`config.mk`:
```
export PLATFORM = sky130hd
export DESIGN_NAME = i2c_target_regs
export DESIGN_NICKNAME = d
export VERILOG_FILES = /design/src/rtl/i2c_pkg.sv /design/src/rtl/i2c_pin_filter.sv /design/src/rtl/i2c_target_regs.sv
export SDC_FILE = /design/constraint.sdc
export NUM_CORES = 1
export LEC_CHECK = 0
export CELL_PAD_IN_SITES_DETAIL_PLACEMENT = 0
export CELL_PAD_IN_SITES_GLOBAL_PLACEMENT = 1
export CORE_UTILIZATION = 45
export DETAILED_ROUTE_END_ITERATION = 10
export GPL_TIMING_DRIVEN = 0
export PLACE_DENSITY = 0.83
export SETUP_SLACK_MARGIN = 0.05
export SYNTH_ARGS = -nofsm -noshare
export SYNTH_HDL_FRONTEND = slang
export SYNTH_HIERARCHICAL = 1
export SYNTH_SLANG_ARGS = --single-unit
```
`constraint.sdc`:
```
create_clock -name clk -period 5.3 [get_ports clk]
set_clock_uncertainty 0.15 [all_clocks]
set_input_delay 0.795 -clock clk [delete_from_list [all_inputs] [get_ports clk]]
set_output_delay 0.795 -clock clk [all_outputs]
set_load 0.01 [all_outputs]
```
`src/rtl/i2c_pkg.sv`:
```
// Shared types and constants for the I2C target register bank.
package i2c_pkg;

    typedef enum logic [3:0] {
        StIdle,
        StAddr,
        StAddrAck,
        StSub,
        StSubAck,
        StWdata,
        StWdataAck,
        StRdata,
        StRdataAck,
        StIgnore
    } i2c_state_e;

    typedef enum logic [2:0] {
        EvNone,
        EvStart,
        EvStop,
        EvSclRise,
        EvSclFall
    } bus_ev_e;

    localparam logic ACK = 1'b0;
    localparam logic NAK = 1'b1;

    // Pointer width; never below one bit.
    function automatic int unsigned clog2(input int unsigned n);
        int unsigned w = 1;
        while ((32'd1 << w) < n) w++;
        return w;
    endfunction

endpackage

```
`src/rtl/i2c_pin_filter.sv`:
```
// Pad input conditioning: 2-FF synchroniser, stable-count glitch filter, edge pulses.
module i2c_pin_filter #(
    parameter int unsigned FILT_LEN = 3
) (
    input  logic clk,
    input  logic rst_n,
    input  logic pin_in,
    output logic filt,
    output logic rise,
    output logic fall
);

    logic [1:0] sync_q;
    logic [2:0] cnt_q, cnt_d;
    logic       filt_q, filt_d;
    logic       rise_q, fall_q;
    logic       flip;

    // Output follows the input only after it has differed for FILT_LEN consecutive cycles.
    always_comb begin
        cnt_d = '0;
        flip  = 1'b0;
        if (sync_q[1] != filt_q) begin
            if (cnt_q == 3'(FILT_LEN - 1)) flip = 1'b1;
            else cnt_d = cnt_q + 3'd1;
        end
        filt_d = flip ? sync_q[1] : filt_q;
    end

    always_ff @(posedge clk or negedge rst_n) begin
        if (!rst_n) begin
            sync_q <= 2'b11;
            cnt_q  <= '0;
            filt_q <= 1'b1;
            rise_q <= 1'b0;
            fall_q <= 1'b0;
        end else begin
            sync_q <= {sync_q[0], pin_in};
            cnt_q  <= cnt_d;
            filt_q <= filt_d;
            rise_q <= flip & sync_q[1];
            fall_q <= flip & ~sync_q[1];
        end
    end

    assign filt = filt_q;
    assign rise = rise_q;
    assign fall = fall_q;

endmodule

```
`src/rtl/i2c_target_regs.sv`:
```
// I2C target with NUM_REGS byte registers: RW bank below RO_FIRST, status bytes above.
module i2c_target_regs
    import i2c_pkg::*;
#(
    parameter logic [6:0]  I2C_ADDR = 7'h70,
    parameter int unsigned NUM_REGS = 16,
    parameter int unsigned RO_FIRST = 12,
    parameter int unsigned FILT_LEN = 3
) (
    input  logic                             clk,
    input  logic                             rst_n,
    input  logic                             sda_in,
    input  logic                             scl_in,
    output logic                             sda_oe,
    output logic [RO_FIRST*8-1:0]            rw_regs,
    input  logic [(NUM_REGS-RO_FIRST)*8-1:0] ro_in,
    output logic                             wr_stb,
    output logic [6:0]                       wr_idx,
    output logic                             busy
);

    localparam int unsigned PtrW = clog2(NUM_REGS);

    logic sda_f, sda_rise, sda_fall, scl_f, scl_rise, scl_fall;

    i2c_pin_filter #(.FILT_LEN(FILT_LEN)) u_sda_filt (
        .clk   (clk),
        .rst_n (rst_n),
        .pin_in(sda_in),
        .filt  (sda_f),
        .rise  (sda_rise),
        .fall  (sda_fall)
    );

    i2c_pin_filter #(.FILT_LEN(FILT_LEN)) u_scl_filt (
        .clk   (clk),
        .rst_n (rst_n),
        .pin_in(scl_in),
        .filt  (scl_f),
        .rise  (scl_rise),
        .fall  (scl_fall)
    );

    i2c_state_e      state_q, state_d;
    logic [2:0]      bit_cnt_q, bit_cnt_d;
    logic [7:0]      shift_q, shift_d;
    logic [PtrW-1:0] ptr_q, ptr_d, ptr_inc;
    logic            sda_oe_q, sda_oe_d;
    logic            ack_ph_q, ack_ph_d;
    logic            busy_q, busy_d;
    logic            wr_stb_q, wr_stb_d;
    logic [6:0]      wr_idx_q, wr_idx_d;
    logic [7:0]      rw_q [RO_FIRST];
    logic [7:0]      rw_d [RO_FIRST];
    logic [7:0]      rd_bytes [NUM_REGS];
    logic [7:0]      rx_byte, load_byte;
    bus_ev_e         ev;

    for (genvar k = 0; k < NUM_REGS; k++) begin : g_rd
        if (k < RO_FIRST) begin : g_rw
            assign rd_bytes[k]       = rw_q[k];
            assign rw_regs[8*k +: 8] = rw_q[k];
        end else begin : g_ro
            assign rd_bytes[k] = ro_in[8*(k-RO_FIRST) +: 8];
        end
    end

    assign ptr_inc   = (32'(ptr_q) == NUM_REGS - 1) ? '0 : ptr_q + 1'b1;
    assign rx_byte   = {shift_q[6:0], sda_f};
    assign load_byte = rd_bytes[ptr_q];

    // Bus framing outranks clock edges seen in the same cycle.
    always_comb begin
        ev = EvNone;
        if (scl_f && sda_fall)      ev = EvStart;
        else if (scl_f && sda_rise) ev = EvStop;
        else if (scl_rise)          ev = EvSclRise;
        else if (scl_fall)          ev = EvSclFall;
    end

    always_comb begin
        state_d   = state_q;
        bit_cnt_d = bit_cnt_q;
        shift_d   = shift_q;
        ptr_d     = ptr_q;
        sda_oe_d  = sda_oe_q;
        ack_ph_d  = ack_ph_q;
        busy_d    = busy_q;
        wr_stb_d  = 1'b0;
        wr_idx_d  = wr_idx_q;
        rw_d      = rw_q;
        unique case (ev)
            EvNone: ;
            EvStart: begin
                state_d   = StAddr;
                bit_cnt_d = '0;
                sda_oe_d  = 1'b0;
                ack_ph_d  = 1'b0;
            end
            EvStop: begin
                state_d  = StIdle;
                sda_oe_d = 1'b0;
                busy_d   = 1'b0;
            end
            EvSclRise: begin
                case (state_q)
                    StAddr, StSub, StWdata: begin
                        shift_d   = rx_byte;
                        bit_cnt_d = bit_cnt_q + 3'd1;
                        if (bit_cnt_q == 3'd7) begin
                            ack_ph_d = 1'b0;
                            if (state_q == StAddr) begin
                                if (rx_byte[7:1] == I2C_ADDR) begin
                                    busy_d  = 1'b1;
                                    state_d = StAddrAck;
                                end else begin
                                    state_d = StIgnore;
                                end
                            end else if (state_q == StSub) begin
                                if (32'(rx_byte) < NUM_REGS) begin
                                    ptr_d   = rx_byte[PtrW-1:0];
                                    state_d = StSubAck;
                                end else begin
                                    state_d = StIgnore;
                                end
                            end else begin
                                if (32'(ptr_q) < RO_FIRST) begin
                                    for (int k = 0; k < int'(RO_FIRST); k++) begin
                                        if (32'(ptr_q) == 32'(k)) rw_d[k] = rx_byte;
                                    end
                                    wr_stb_d = 1'b1;
                                    wr_idx_d = 7'(ptr_q);
                                end
                                ptr_d   = ptr_inc;
                                state_d = StWdataAck;
                            end
                        end
                    end
                    StRdata: begin
                        bit_cnt_d = bit_cnt_q + 3'd1;
                        if (bit_cnt_q == 3'd7) begin
                            state_d  = StRdataAck;
                            ack_ph_d = 1'b0;
                        end
                    end
                    StRdataAck: begin
                        if (ack_ph_q) begin
                            if (sda_f == NAK) begin
                                state_d  = StIgnore;
                                sda_oe_d = 1'b0;
                            end else begin
                                ptr_d = ptr_inc;
                            end
                        end
                    end
                    default: ;
                endcase
            end
            EvSclFall: begin
                // Ack states: first fall opens the ack bit, second fall closes it.
                case (state_q)
                    StAddrAck, StSubAck, StWdataAck: begin
                        if (!ack_ph_q) begin
                            sda_oe_d = ~ACK;
                            ack_ph_d = 1'b1;
                        end else begin
                            ack_ph_d  = 1'b0;
                            bit_cnt_d = '0;
                            if (state_q == StAddrAck && shift_q[0]) begin
                                shift_d  = load_byte;
                                sda_oe_d = ~load_byte[7];
                                state_d  = StRdata;
                            end else begin
                                sda_oe_d = 1'b0;
                                state_d  = (state_q == StAddrAck) ? StSub : StWdata;
                            end
                        end
                    end
                    StRdata: begin
                        shift_d  = {shift_q[6:0], 1'b0};
                        sda_oe_d = ~shift_q[6];
                    end
                    StRdataAck: begin
                        if (!ack_ph_q) begin
                            sda_oe_d = 1'b0;
                            ack_ph_d = 1'b1;
                        end else begin
                            shift_d   = load_byte;
                            sda_oe_d  = ~load_byte[7];
                            bit_cnt_d = '0;
                            ack_ph_d  = 1'b0;
                            state_d   = StRdata;
                        end
                    end
                    default: ;
                endcase
            end
        endcase
    end

    always_ff @(posedge clk or negedge rst_n) begin
        if (!rst_n) begin
            state_q   <= StIdle;
            bit_cnt_q <= '0;
            shift_q   <= '0;
            ptr_q     <= '0;
            sda_oe_q  <= 1'b0;
            ack_ph_q  <= 1'b0;
            busy_q    <= 1'b0;
            wr_stb_q  <= 1'b0;
            wr_idx_q  <= '0;
            for (int k = 0; k < int'(RO_FIRST); k++) rw_q[k] <= '0;
        end else begin
            state_q   <= state_d;
            bit_cnt_q <= bit_cnt_d;
            shift_q   <= shift_d;
            ptr_q     <= ptr_d;
            sda_oe_q  <= sda_oe_d;
            ack_ph_q  <= ack_ph_d;
            busy_q    <= busy_d;
            wr_stb_q  <= wr_stb_d;
            wr_idx_q  <= wr_idx_d;
            rw_q      <= rw_d;
        end
    end

    assign sda_oe = sda_oe_q;
    assign busy   = busy_q;
    assign wr_stb = wr_stb_q;
    assign wr_idx = wr_idx_q;

endmodule

```
==> metrics.txt <==
status complete, no violations; max-cap viol count 0; CP Max Fanout 10; Synth area leaders dfrtp_1 47%, mux2_2 18%, mux4_2 8.7%, dfstp_2 2.3%, mux2i_1 2.1%; # diodes 0; Clock Tree Buf Depth 2; gr usage total 0.269; Final Critical Period 3.07 ns; Yosys top cell area share 0.471; htree depth 4; number of synthesized flops with an enable pin 0; CORE AREA 0.0152 mm2; Hold Path Class primary input to asynchronous set/reset pin; worst slew pin tran 1.00 ns; crit path launch type flip-flop; sequential area share after synthesis 0.494; die area 0.0161 mm2; GR Util met2 0.425; crit path kind flip-flop to flip-flop; Hold-fix buffers, CTS 0; RSZ-0062 raised after global routing no; PortBufs 138; vias per cell just under 6; most frequent cells in the layout 137 x clkdlybuf4s50_1, 132 x dfrtp_1, 110 x mux2_2, 27 x mux4_2, 26 x nand2_1; Detailed Routing Iterations Pass 1 5; Synth Instances 530; Peak Freq 326 MHz; mapped cell area between 0.007 and 0.008 mm2; TritonCTS Buffers 17; first-pass GRT wire length 32,000 um; chip height 127 um; crit path capture type flip-flop; delay-heaviest family, CP buffers and inverters; root buffer cell clkbuf_16; Avg Cell Area, Syn 13.2 um2; pin count of the biggest net entering global routing 76; Critical Path RT between 5 and 6 ns; final worst-path cycle share 0.579; total design power just under 3 mW; vias 5,262; DRT iter0 DRCs approximately 380; Resized Gates After CTS 0; GR peak layer met2; Synth warnings 6; io pins 142; ANT nets after route 0; fraction of layout cells with a size suffix above 1 0.303; # fillers 1,233; total gr overflow 0; Slew HR 0.323; post-route cell area about 0.0092 mm2; CTS Sinks 138; drc violations 0; M3 GR Usage 0.0628; CTS tree done; Worst-path clk slew 0.06 ns; Synth Register Bits around 140; synth unique cells a little under 70; Cell Pwr Density 318 mW/mm2; RePlAce Congestion roughly 0.85; met1 usage 0.368; commonest non-fill, non-tap cell in the layout clkdlybuf4s50_1; Synth-to-Final Area Change 32.0%; share of synthesized registers carrying an async set or reset 1.00; Detailed Route WL 20,500 um; post-place setup slack 2.30 ns; Max Slew Vio Count 0; crit path cell chain buf_1 -> clkbuf_1 -> inv_1 -> ha_1 -> nand2_1 -> nor2_2 -> mux2_2; Worst Path Buf+Inv 3; final setup fails 0; final-stage net count roughly 730; effective utilization at floorplan 0.461; Worst path slowest cell nor2_2; peak supply drop roughly 0.00027 V; setup bufs post-CTS 0; Critical Path Max Stage Delay 0.62 ns; final hold vios 0; top_reg_cell synth dfrtp_1; initial antenna violation count 0; dominant cell type by area after synthesis dfrtp_1; placed instance area 0.00866 mm2; Clock Latency Late Sink 0.42 ns; final setup margin roughly 2.2 ns; row count 45; crit path DAT 3.23 ns; vias in the first global route 5,493; WL per Instance 23.0 um; overall die width 127 um; HPWL after detailed placement 14,300 um; LEAKAGE 3.92 nW
==> synthesized netlist by cell type (2+ instances only) <==
library cell	n
a211oi_1	5
a21bo_2	4
a21o_1	4
a21oi_1	13
a22oi_1	9
a2bb2oi_1	3
a31oi_1	4
a32oi_1	2
buf_1	4
buf_2	4
buf_4	6
clkbuf_1	19
dfrtp_1	132
dfstp_2	6
ha_1	6
inv_1	6
mux2_2	110
mux2_4	3
mux2i_1	15
mux4_2	27
nand2_1	26
nand2b_1	5
nand3_1	8
nand3b_1	7
nand4_1	5
nor2_1	11
nor2_2	12
nor2b_1	8
nor3_1	5
nor3b_1	5
nor4b_1	2
o2111ai_1	2
o21ai_0	10
o22ai_1	4
or3b_1	2
xnor2_1	3
==> path summary, 6_finish.rpt <==
path / startpoint / to / slack (ns) / cells after the start
hold / removal: rst_n / rw_regs[35]$_DFFE_PN0P_ / 0.19 / 1
setup reg to reg: ptr_q[1]$_DFFE_PN0P_ / rw_regs[66]$_DFFE_PN0P_ / 2.23 / 7
setup / recovery: ptr_q[1]$_DFFE_PN0P_ / rw_regs[66]$_DFFE_PN0P_ / 2.23 / 7
hold reg to reg: u_scl_filt/sync_q[0]$_DFF_PN1_ / u_scl_filt/sync_q[1]$_DFF_PN1_ / 0.21 / 0
max in group asynchronous: rst_n / rw_regs[87]$_DFFE_PN0P_ / 4.01 / 2
min in group clk: u_scl_filt/sync_q[0]$_DFF_PN1_ / u_scl_filt/sync_q[1]$_DFF_PN1_ / 0.21 / 0
==> state kept, by name, summed over array words and instances (netlist names) <==
register	flops
ack_ph_q	1
bit_cnt_q	3
busy	1
ptr_q	4
rw_regs	96
sda_oe	1
shift_q	7
state_q	4
u_scl_filt/cnt_q	3
u_scl_filt/fall	1
u_scl_filt/filt	1
u_scl_filt/rise	1
u_scl_filt/sync_q	2
u_sda_filt/cnt_q	3
u_sda_filt/fall	1
u_sda_filt/filt	1
u_sda_filt/rise	1
u_sda_filt/sync_q	2
wr_idx	4
wr_stb	1
==> power by group <==
| group | switching (mW) | internal (mW) |
|---|---|---|
| combinational | 0.313 | 0.198 |
| clock | 0.469 | 0.710 |
| sequential | 0.119 | 1.13 |
==> worst reg2reg max path, cell delays in order, from the launching register on <==
cell and delay, ns:
dfrtp_1 0.44, buf_1 0.40, clkbuf_1 0.41, inv_1 0.24
ha_1 0.17, nand2_1 0.11, nor2_2 0.62, mux2_2 0.42
==> routing by layer <==
| metal | share of wire | up-vias | routed length (um) |
|---|---|---|---|
| met3 | 0.055 | 27 | 1130 |
| met2 | 0.48 | 194 | 9780 |
| li1 | - | 2325 | - |
| met1 | 0.45 | 2716 | 9210 |
| met4 | 0.017 | 0 | 340 |
| met5 | 0 | - | 0 |
==> cells by family (layout without fill, tap and decap cells) <==
kind of cell | count (synthesis) | count (layout) | synth area share
buffers and inverters | 40 | 211 | 0.0264
AOI/OAI and AO/OA | 76 | 76 | 0.0800
muxes | 155 | 155 | 0.291
adders and majority gates | 6 | 6 | 0.0107
other | 1 | 3 | 0.000535
xor gates and xnor gates | 3 | 3 | 0.00375
DFF | 138 | 138 | 0.494
and+or+nand+nor | 111 | 111 | 0.0932
==> cell type report <==
| type | count | area (um2) | share of cell area |
|---|---|---|---|
| multi-input cells | 354 | 3370 | 0.364 |
| flip-flops and latches | 138 | 3460 | 0.374 |
| repair buffers | 139 | 1410 | 0.153 |
| plain buffers | 34 | 163 | 0.0176 |
| inverters | 6 | 22.5 | 0.00244 |
| clock inverters | 12 | 140 | 0.0152 |
| clock buffers | 20 | 447 | 0.0483 |
| well taps | 188 | 235 | 0.0254 |
==> per-stage QoR <==
step | hold slack, ns | util | instances | TNS [ns]
2_1_floorplan | 0.195 | - | 532 | 0
4_1_cts | 0.208 | 0.608 | 891 | 0
5_1_grt | 0.212 | 0.608 | 891 | 0
3_3_place_gp | 0.196 | 0.568 | 858 | -260.78
3_5_place_dp | 0.199 | 0.570 | 859 | 0
6_report | 0.185 | 0.608 | 891 | 0
Note: power is estimated with default switching activity, not from simulation.
